<file path="src/rtl/adpll_pkg.sv">
// Shared types and helpers for the ADPLL power-up/lock sequencer.
// Holds the FSM state encoding and the saturating phase-error magnitude.
package adpll_pkg;

   typedef enum logic [2:0] {
      IDLE  = 3'd0,
      PWRUP = 3'd1,
      PVT   = 3'd2,
      ACQ   = 3'd3,
      TRK   = 3'd4,
      LOCK  = 3'd5
   } state_t;

   // Magnitudes are carried at 32 bits, so phase-error widths up to 31 are supported.
   localparam int unsigned ABS_W = 32;

   // |v| for a w-bit signed value that has been sign-extended to ABS_W.
   // The most negative w-bit code saturates to 2^(w-1)-1 instead of wrapping.
   function automatic logic [ABS_W-1:0] abs_sat(input logic signed [ABS_W-1:0] v,
                                                input int unsigned w);
      logic signed [ABS_W-1:0] lim;
      lim = $signed((32'd1 << (w - 1)) - 32'd1);
      if (v < -lim)
         return $unsigned(lim);
      else if (v < 0)
         return $unsigned(-v);
      else
         return $unsigned(v);
   endfunction

endpackage

</file>
<file path="src/rtl/adpll_lock_seq_if.sv">
// Control/status bundle between the loop filter, the sequencer and the DCO/TDC.
// master drives enable and phase error; slave is the sequencer itself.
interface adpll_lock_seq_if #(
   parameter int unsigned PE_W  = 16,
   parameter int unsigned CNT_W = 16
) ();

   logic                    en;
   logic signed [PE_W-1:0]  phase_err;
   logic                    dco_pd;
   logic                    tdc_pd;
   logic                    pvt_en;
   logic                    acq_en;
   logic                    trk_en;
   logic                    channel_lock;
   logic                    lock_fail;
   logic [CNT_W-1:0]        settle_cyc;
   logic [2:0]              state;

   modport master (
      output en, phase_err,
      input  dco_pd, tdc_pd, pvt_en, acq_en, trk_en,
             channel_lock, lock_fail, settle_cyc, state
   );

   modport slave (
      input  en, phase_err,
      output dco_pd, tdc_pd, pvt_en, acq_en, trk_en,
             channel_lock, lock_fail, settle_cyc, state
   );

endinterface

</file>
<file path="src/rtl/adpll_win_det.sv">
// Phase-error window detector: saturating |pe|, inclusive threshold test,
// and consecutive in-window / out-of-window run counters.
module adpll_win_det
   import adpll_pkg::*;
#(
   parameter int unsigned PE_W       = 16,
   parameter int unsigned CNT_W      = 16,
   parameter int unsigned WIN_CNT    = 32,
   parameter int unsigned UNLOCK_CNT = 8
) (
   input  logic                   clk,
   input  logic                   rst,
   input  logic                   clr,
   input  logic signed [PE_W-1:0] phase_err,
   input  logic [ABS_W-1:0]       thr,
   output logic                   in_win,
   output logic                   win_done,
   output logic                   out_done
);

   logic signed [ABS_W-1:0] pe_ext;
   logic [ABS_W-1:0]        abs_pe;
   logic [CNT_W-1:0]        in_cnt;
   logic [CNT_W-1:0]        out_cnt;

   assign pe_ext = ABS_W'(phase_err);
   assign abs_pe = abs_sat(pe_ext, PE_W);
   assign in_win = (abs_pe <= thr);

   // done fires on the sample that completes the run, so the FSM moves that edge
   assign win_done = in_win  && (in_cnt  == CNT_W'(WIN_CNT - 1));
   assign out_done = !in_win && (out_cnt == CNT_W'(UNLOCK_CNT - 1));

   always_ff @(posedge clk) begin
      if (rst || clr) begin
         in_cnt  <= '0;
         out_cnt <= '0;
      end else if (in_win) begin
         out_cnt <= '0;
         if (in_cnt != CNT_W'(WIN_CNT))
            in_cnt <= in_cnt + 1'b1;
      end else begin
         in_cnt <= '0;
         if (out_cnt != CNT_W'(UNLOCK_CNT))
            out_cnt <= out_cnt + 1'b1;
      end
   end

endmodule

</file>
<file path="src/rtl/adpll_lock_seq.sv">
// ADPLL power-up and lock sequencer: releases DCO/TDC power-down, steps the
// PVT/ACQ/TRK banks on phase-error windows, declares/drops lock, times settling.
module adpll_lock_seq
   import adpll_pkg::*;
#(
   parameter int unsigned PE_W       = 16,
   parameter int unsigned CNT_W      = 16,
   parameter int unsigned PU_CYCLES  = 32,
   parameter int unsigned PVT_THR    = 64,
   parameter int unsigned ACQ_THR    = 16,
   parameter int unsigned TRK_THR    = 4,
   parameter int unsigned WIN_CNT    = 32,
   parameter int unsigned UNLOCK_CNT = 8,
   parameter int unsigned TIMEOUT    = 1024
) (
   input  logic            clk,
   input  logic            rst,
   adpll_lock_seq_if.slave bus
);

   state_t           state_q, state_d;
   logic [CNT_W-1:0] dwell_q;
   logic [CNT_W-1:0] settle_q;
   logic             locked_once_q;
   logic             lock_fail_q;
   logic             en_q;
   logic             en_rise;
   logic             fail_blk;
   logic             pu_done;
   logic             tmo_hit;
   logic             timeout;
   logic             st_chg;
   logic [ABS_W-1:0] thr;
   logic             in_win, win_done, out_done;

   assign en_rise  = bus.en && !en_q;
   // an en rising edge clears lock_fail and is allowed to restart in the same cycle
   assign fail_blk = lock_fail_q && !en_rise;
   assign pu_done  = (dwell_q == CNT_W'(PU_CYCLES - 1));
   assign tmo_hit  = (dwell_q == CNT_W'(TIMEOUT - 1));
   assign st_chg   = (state_d != state_q);

   always_comb begin
      case (state_q)
         PVT:     thr = ABS_W'(PVT_THR);
         ACQ:     thr = ABS_W'(ACQ_THR);
         default: thr = ABS_W'(TRK_THR);
      endcase
   end

   adpll_win_det #(
      .PE_W       (PE_W),
      .CNT_W      (CNT_W),
      .WIN_CNT    (WIN_CNT),
      .UNLOCK_CNT (UNLOCK_CNT)
   ) u_win (
      .clk       (clk),
      .rst       (rst),
      .clr       (st_chg),
      .phase_err (bus.phase_err),
      .thr       (thr),
      .in_win    (in_win),
      .win_done  (win_done),
      .out_done  (out_done)
   );

   // state register
   always_ff @(posedge clk) begin
      if (rst) state_q <= IDLE;
      else     state_q <= state_d;
   end

   // next state: en=0 dominates, then advance, then timeout
   always_comb begin
      state_d = state_q;
      timeout = 1'b0;
      if (!bus.en) begin
         state_d = IDLE;
      end else begin
         case (state_q)
            IDLE:  if (!fail_blk) state_d = PWRUP;
            PWRUP: if (pu_done)   state_d = PVT;
            PVT, ACQ, TRK: begin
               if (win_done) begin
                  state_d = (state_q == PVT) ? ACQ : (state_q == ACQ) ? TRK : LOCK;
               end else if (tmo_hit) begin
                  state_d = IDLE;
                  timeout = 1'b1;
               end
            end
            LOCK:    if (out_done) state_d = ACQ;
            default: state_d = IDLE;
         endcase
      end
   end

   // outputs decoded from registered state
   always_comb begin
      bus.dco_pd       = 1'b0;
      bus.tdc_pd       = 1'b0;
      bus.pvt_en       = 1'b0;
      bus.acq_en       = 1'b0;
      bus.trk_en       = 1'b0;
      bus.channel_lock = 1'b0;
      case (state_q)
         PVT:  bus.pvt_en = 1'b1;
         ACQ:  bus.acq_en = 1'b1;
         TRK:  bus.trk_en = 1'b1;
         LOCK: begin
            bus.trk_en       = 1'b1;
            bus.channel_lock = 1'b1;
         end
         PWRUP: ;
         default: begin
            bus.dco_pd = 1'b1;
            bus.tdc_pd = 1'b1;
         end
      endcase
   end

   assign bus.lock_fail  = lock_fail_q;
   assign bus.settle_cyc = settle_q;
   assign bus.state      = state_q;

   always_ff @(posedge clk) begin
      if (rst) begin
         en_q        <= 1'b0;
         lock_fail_q <= 1'b0;
      end else begin
         en_q <= bus.en;
         if (timeout)      lock_fail_q <= 1'b1;
         else if (en_rise) lock_fail_q <= 1'b0;
      end
   end

   // dwell restarts on every state change; saturates so LOCK/IDLE can sit forever
   always_ff @(posedge clk) begin
      if (rst || st_chg)
         dwell_q <= '0;
      else if (dwell_q != '1)
         dwell_q <= dwell_q + 1'b1;
   end

   // settle time runs from PWRUP entry until first LOCK entry, then holds
   always_ff @(posedge clk) begin
      if (rst) begin
         settle_q      <= '0;
         locked_once_q <= 1'b0;
      end else if (state_q == IDLE && state_d == PWRUP) begin
         settle_q      <= '0;
         locked_once_q <= 1'b0;
      end else begin
         if (!locked_once_q && state_q inside {PWRUP, PVT, ACQ, TRK} && settle_q != '1)
            settle_q <= settle_q + 1'b1;
         if (state_d == LOCK)
            locked_once_q <= 1'b1;
      end
   end

endmodule

</file>
<file path="src/flat_wrapper.sv">
// flat-port wrapper written by rule: the top's interface ports become plain ports
module adpll_lock_seq_flat import adpll_pkg::*;
#(
   parameter int unsigned PE_W       = 16,
   parameter int unsigned CNT_W      = 16,
   parameter int unsigned PU_CYCLES  = 32,
   parameter int unsigned PVT_THR    = 64,
   parameter int unsigned ACQ_THR    = 16,
   parameter int unsigned TRK_THR    = 4,
   parameter int unsigned WIN_CNT    = 32,
   parameter int unsigned UNLOCK_CNT = 8,
   parameter int unsigned TIMEOUT    = 1024
)
  (clk, rst, bus_en, bus_phase_err, bus_dco_pd, bus_tdc_pd, bus_pvt_en, bus_acq_en, bus_trk_en, bus_channel_lock, bus_lock_fail, bus_settle_cyc, bus_state);
  adpll_lock_seq_if #(.PE_W(PE_W), .CNT_W(CNT_W)) bus_i ();
  input  logic clk;
  input  logic rst;
  input wire logic [$bits(bus_i.en)-1:0] bus_en;
  input wire logic [$bits(bus_i.phase_err)-1:0] bus_phase_err;
  output wire logic [$bits(bus_i.dco_pd)-1:0] bus_dco_pd;
  output wire logic [$bits(bus_i.tdc_pd)-1:0] bus_tdc_pd;
  output wire logic [$bits(bus_i.pvt_en)-1:0] bus_pvt_en;
  output wire logic [$bits(bus_i.acq_en)-1:0] bus_acq_en;
  output wire logic [$bits(bus_i.trk_en)-1:0] bus_trk_en;
  output wire logic [$bits(bus_i.channel_lock)-1:0] bus_channel_lock;
  output wire logic [$bits(bus_i.lock_fail)-1:0] bus_lock_fail;
  output wire logic [$bits(bus_i.settle_cyc)-1:0] bus_settle_cyc;
  output wire logic [$bits(bus_i.state)-1:0] bus_state;
  assign bus_i.en = bus_en;
  assign bus_i.phase_err = bus_phase_err;
  assign bus_dco_pd = bus_i.dco_pd;
  assign bus_tdc_pd = bus_i.tdc_pd;
  assign bus_pvt_en = bus_i.pvt_en;
  assign bus_acq_en = bus_i.acq_en;
  assign bus_trk_en = bus_i.trk_en;
  assign bus_channel_lock = bus_i.channel_lock;
  assign bus_lock_fail = bus_i.lock_fail;
  assign bus_settle_cyc = bus_i.settle_cyc;
  assign bus_state = bus_i.state;
  adpll_lock_seq #(.PE_W(PE_W), .CNT_W(CNT_W), .PU_CYCLES(PU_CYCLES), .PVT_THR(PVT_THR), .ACQ_THR(ACQ_THR), .TRK_THR(TRK_THR), .WIN_CNT(WIN_CNT), .UNLOCK_CNT(UNLOCK_CNT), .TIMEOUT(TIMEOUT)) u_core (.clk(clk), .rst(rst), .bus(bus_i));
endmodule
</file>
<file path="config.mk">
export PLATFORM = sky130hd
export DESIGN_NAME = adpll_lock_seq_flat
export DESIGN_NICKNAME = d
export VERILOG_FILES = /design/src/rtl/adpll_pkg.sv /design/src/rtl/adpll_lock_seq_if.sv /design/src/rtl/adpll_win_det.sv /design/src/rtl/adpll_lock_seq.sv /design/src/flat_wrapper.sv
export SDC_FILE = /design/constraint.sdc
export NUM_CORES = 1
export LEC_CHECK = 0
export CAP_MARGIN = 5
export CELL_PAD_IN_SITES_DETAIL_PLACEMENT = 1
export CELL_PAD_IN_SITES_GLOBAL_PLACEMENT = 1
export CORE_MARGIN = 4
export CORE_UTILIZATION = 24
export DETAILED_ROUTE_END_ITERATION = 6
export PLACE_DENSITY_LB_ADDON = 0.1
export SLEW_MARGIN = 20
export SYNTH_ARGS = -nofsm -noshare
export SYNTH_HDL_FRONTEND = slang
export SYNTH_HIERARCHICAL = 1
export SYNTH_SLANG_ARGS = --single-unit
</file>
<file path="constraint.sdc">
create_clock -name clk -period 8.66 [get_ports clk]
set_input_delay 1.732 -clock clk [delete_from_list [all_inputs] [get_ports clk]]
set_output_delay 1.732 -clock clk [all_outputs]
set_load 0.005 [all_outputs]
</file>
==> impl_metrics.toml, run 1 <==
[detailed_routing]
dr.pass1.iters = 4
drt.antenna.violating_nets = 0
wl_um = 14400
vias_per_cell = 4.81
dr.first_iter.drc_count = 170
vias = 4786
route.detailed.drc = 0
routedWlPerCell_um = 14.5

[global_routing]
antenna_found_initial = 0
grt_pass1_wl_um = 25000
grt_pass1_vias = 5039
track_usage_pct = 12.5
grt_max_degree = 19
grt.overflow.total = 0

[clocking]
cts_root_buf = "clkbuf_16"
path_clk_slew_ns = 0.06
numCtsBuffers = 9
clockBufferDepth = 2
clk-insertion-delay-late_ns = 0.34
cts_tree = "built"
cts_setup_buffers = 0
hold_buffers = 0
htree_levels = 3
ctsResizeCount = 0
clock-sinks = 70

[power]
sw_frac_of_total_pct = 26.6
pwr-share-seq_pct = 42.1
p_leak_nw = 2.22
combPwrFrac_pct = 13.5
clock_power_share_pct = 44.4
ir_drop_v = 0.0000679
power.internal_mw = 0.574
powerDensity_nw_per_um2 = 124
power_switching_mw = 0.207

[worst_hold_path]
hp-class = "flip-flop to flip-flop"

[critical_path]
worstPathRequired_ns = 8.91
slowest_stage = "or4_1"
r2r_start = "u_core/bus.state[1]"
cp_max_fo = 18
cp.arrival_ns = 8.01
worstSetupPathType = "input port to flip-flop"
r2r_cells = 19
reg2reg_slack_ns = 2.74
endpoint_kind = "flip-flop"
timing.rr.end = "u_core/u_win/out_cnt[2]"
startpoint_type = "input port"
cp_common_cell = "or4_1"
crit_path_start = "bus_phase_err[6]"
path_cells = "clkdlybuf4s50_1 -> nor3_1 -> nand4b_1 -> or4_1 -> nor3b_1 -> ha_1 -> a21oi_1 -> o21ai_0 -> a21o_1 -> o31a_1 -> nor4_2 -> buf_4 -> nand4bb_1 -> o31ai_1 -> a31oi_1 -> a31o_2 -> or4_1 -> or2_2 -> nor3b_2 -> o31ai_4 -> a22oi_1"
max_stage_delay_ns = 0.56
worstSetupEndpoint = "u_core/u_win/out_cnt[2]"

[sta]
final-hold-violation-count = 0
period_share_pct = 89.5
tightest_slew_ns = 0.948
clock.fmax_mhz = 129
report.final.slew_viol_count = 0
relSlewSlack_pct = 36.7
tns_ns = 0
setup_viol = 0
final.min_clock_period_ns = 7.75
skew_ns = 0.00849
grt_setup_unrepaired = "false"
setup_ws_ns = 0.906

[die]
chipWidth_um = 155
dieArea_um2 = 24000
start_util_pct = 24.5
die_h_um = 155
ioPinCount = 45
fp-row-count = 53
core-area_um2 = 21100

[synthesis]
synthCells = 636
synth_warnings = 6
avgSynthCellArea_um2 = 8.13
netlist_area_um2 = 5170

[final_layout]
multi_input_area_um2 = 3630
seqCellArea_um2 = 1400
finalNetCount = 774
fill_cells = 2549
antennaDiodeCount = 0
post-route-util_pct = 29.9
syn_to_final_growth_pct = 21.9
drive_gt1_share_pct = 7.09

[placement]
gp_congestion = 0.737
io_buffer_count = 44
hpwlAfterDp_um = 11000
pre_cts_ws_ns = 0.489

[job]
drv_cap = 0

[status]
status = "completed"
==> how the worst min path moves through the flow <==
stage / slack [ns] / depth (start not counted) / start / to
after global routing: 0.53 / 2 / u_core/bus.settle_cyc[3] / u_core/bus.settle_cyc[3]
after detailed placement: 0.51 / 2 / u_core/bus.settle_cyc[5] / u_core/bus.settle_cyc[5]
after CTS: 0.52 / 2 / u_core/bus.settle_cyc[5] / u_core/bus.settle_cyc[5]
after floorplan: 0.47 / 2 / u_core/bus.lock_fail / u_core/bus.lock_fail
final: 0.51 / 2 / u_core/bus.settle_cyc[5] / u_core/bus.settle_cyc[5]
after global placement: 0.51 / 2 / u_core/bus.settle_cyc[3] / u_core/bus.settle_cyc[3]
==> cell usage in the layout, fill, tap and decap left out, types with 8 or more instances in the layout <==
cell type and count:
or3_1 14, clkbuf_16 9, ha_1 40, nand2_1 61, nor2_1 36, a21oi_1 42
dfxtp_1 70, nor2b_1 8, clkdlybuf4s50_1 44, nor4_1 36, xnor2_1 20, and3_1 8
mux2i_1 11, nand4_1 19, nor4_2 9, nand3_1 32, xor2_1 28, nor3_1 12
o21ai_0 22, inv_1 46, conb_1 45
==> area by class of cell <==
| cell class | count | area share (%) |
|---|---|---|
| inverters | 46 | 2.74 |
| multi-input cells | 539 | 57.6 |
| flip-flops and latches | 70 | 22.2 |
| clock buffers | 11 | 4.01 |
| clock inverters | 4 | 0.357 |
| well taps | 275 | 5.46 |
| repair buffers | 49 | 7.58 |
==> power groups by stage <==
stage	Sequential, mW	Clock [mW]	Combinational, mW
2_1_floorplan	0.334	0	0.0731
3_3_place_gp	0.336	0	0.0974
3_5_place_dp	0.336	0	0.0995
4_1_cts	0.329	0.365	0.100
5_1_grt	0.329	0.379	0.121
6_report	0.329	0.347	0.105
==> per-layer routing <==
metal / global-route usage, % / vias up / share of wire, %
met2: 20.9 / 53 / 47
met5: 0 / - / 0
met1: 16.3 / 2268 / 49
met3: 3.25 / 14 / 2.7
met4: 3.03 / 0 / 1.3
li1: - / 2451 / -
==> flip-flops by register name, summed over array words and instances, names as in the netlist <==
register / flops
u_core/bus.settle_cyc: 16
u_core/u_win/in_cnt: 16
u_core/dwell_q: 16
u_core/en_q: 1
u_core/bus.lock_fail: 1
u_core/u_win/out_cnt: 16
u_core/bus.state: 3
u_core/locked_once_q: 1
==> worst max-delay path: cells and delay by family <==
kind / cells / cell delay, ns
AO/OA/AOI/OAI: 9 / 1.89
adder cells (fa/ha/maj): 1 / 0.35
buffers and inverters: 2 / 0.70
AND/OR/NAND/NOR: 9 / 3.31
==> metrics by stage <==
step / instances / cell area (µm²) / hold WS [ns] / power (mW)
2_1_floorplan: 679 / 5330 / 0.474 / 0.408
3_3_place_gp: 979 / 6020 / 0.509 / 0.433
3_5_place_dp: 979 / 6030 / 0.507 / 0.436
4_1_cts: 994 / 6310 / 0.515 / 0.794
5_1_grt: 994 / 6310 / 0.534 / 0.829
6_report: 994 / 6310 / 0.510 / 0.781
(Power assumes the default switching activity.)
==> run 2: changes to the inputs <==
Settings changed: CORE_ASPECT_RATIO set to 1.1, CORE_MARGIN 4 to 2.
==> run 2 against run 1 <==
Effect of this change:
- first-iteration DRC count decreased by 2.4%
- die area decreased by 5.1%
- count of clock-buffer cells in the layout unchanged
- flip-flop and latch count unchanged
- cell count increased by 1.5%
- via count increased by 1.3%
- setup slack improved by 0.11 ns
- design area increased by 0.73%
- core utilization about the same
- clock skew about the same
==> impl_metrics.toml, run 2 (synthesis results as in run 1) <==
[final_layout]
final_cells = 1009
finalNetCount = 773
syn_to_final_growth_pct = 22.8
antennaDiodeCount = 0
final_common_cell = "dfxtp_1"
most-common-layout-cells = "dfxtp_1, nand2_1, inv_1, conb_1, clkdlybuf4s50_1"
design_area_um2 = 6350
drive_gt1_share_pct = 7.09

[clocking]
clk-insertion-delay-late_ns = 0.34
hold_buffers = 0
cts_tree = "built"
path_clk_slew_ns = 0.06
clockBufferDepth = 2
numCtsBuffers = 9
cts_root_buf = "clkbuf_16"
clock-sinks = 70
htree_levels = 3
cts_setup_buffers = 0
ctsResizeCount = 0

[global_routing]
grt_max_degree = 19
track_usage_pct = 13.6
grt_pass1_vias = 5109
grt_pass1_wl_um = 25000
grt.overflow.total = 0
antenna_found_initial = 0

[power]
p_total_mw = 0.821
p_leak_nw = 2.24
ir_drop_v = 0.0000888
powerDensity_nw_per_um2 = 129

[die]
core-area_um2 = 21200
dieArea_um2 = 22700
die_h_um = 158
ioPinCount = 45
chipWidth_um = 144
start_util_pct = 24.4
fp-row-count = 56

[sta]
period_share_pct = 88.3
relSlewSlack_pct = 35.1
grt_setup_unrepaired = "false"
setup_viol = 0
final-hold-violation-count = 0
skew_ns = 0.00828
setup_ws_ns = 1.02
report.final.slew_viol_count = 0
clock.fmax_mhz = 131
tightest_slew_ns = 0.972
tns_ns = 0
final.min_clock_period_ns = 7.64

[detailed_routing]
wl_um = 14300
vias_per_cell = 4.81
route.detailed.drc = 0
dr.first_iter.drc_count = 166
routedWlPerCell_um = 14.2
drt.antenna.violating_nets = 0
dr.pass1.iters = 6
vias = 4849

[critical_path]
worstPathRequired_ns = 8.92
worstSetupPathType = "input port to flip-flop"
startpoint_type = "input port"
cp_max_fo = 18
endpoint_kind = "flip-flop"
r2r_start = "u_core/bus.state[1]"
cp.arrival_ns = 7.90
crit_path_start = "bus_phase_err[15]"

[worst_hold_path]
hp-class = "flip-flop to flip-flop"
min_from = "u_core/bus.settle_cyc[3]"

[placement]
io_buffer_count = 44
dp.cells = 993
hpwlAfterDp_um = 11000
dpl_cell_area_um2 = 6040
gp_congestion = 0.710
pre_cts_ws_ns = 0.605

[job]
drv_cap = 0

[status]
status = "completed"
## run 2: cell types whose count changed in the layout (fill, tap and decap cells not counted), sizes merged
cell,previous run,this run
clkinvlp,1,0
bufinv,0,1
buf,5,4
clkinv,3,4
## run 2: cell type report
cell class / instances / area [µm²]
flip-flops and latches: 70 / 1400
clock buffers: 11 / 253
clock inverters: 5 / 57.6
fillers: 2583 / 14900
inverters: 46 / 173
multi-input cells: 539 / 3630
repair buffers: 48 / 470
well taps: 290 / 363
## run 2: worst paths after layout
kind | to | slack [ns] | depth (start not counted)
worst min-delay path | u_core/bus.settle_cyc[3] | 0.52 | 2
worst max-delay path | u_core/u_win/out_cnt[2] | 1.02 | 20
worst min register to register | u_core/bus.settle_cyc[3] | 0.52 | 2
worst max register to register | u_core/u_win/out_cnt[2] | 3.06 | 18
## run 2: metal layers
layer,share of wire (%),track usage (%)
met4,1.2,3.36
met3,3.0,2.84
met5,0,0
met1,46,16.8
met2,50,24.1
## run 2: worst max-delay path, stage by stage
cell             delay (ns)
clkdlybuf4s50_1        0.82
nor4b_1                0.36
nand2_1                0.11
or3_1                  0.56
o211ai_1               0.19
ha_1                   0.29
nor2b_1                0.14
o211ai_1               0.20
a2111oi_2              0.14
o31a_1                 0.35
nor4_2                 0.30
nand4bb_1              0.21
o31ai_1                0.26
a31oi_1                0.07
a31o_2                 0.37
or4_1                  0.56
or2_2                  0.51
nor3b_2                0.30
o31ai_4                0.22
a22oi_1                0.23
## run 2: power by group
group / internal [mW] / switching, mW
Clock: 0.239 / 0.148
Combinational: 0.0424 / 0.0622
Sequential: 0.325 / 0.00406
## run 2: metrics by stage
| step | utilization (%) | hold WS [ns] |
|---|---|---|
| floorplan | - | 0.474 |
| global placement | 28.4 | 0.504 |
| detailed placement | 28.5 | 0.517 |
| CTS | 29.9 | 0.526 |
| global route | 29.9 | 0.537 |
| finish | 29.9 | 0.522 |
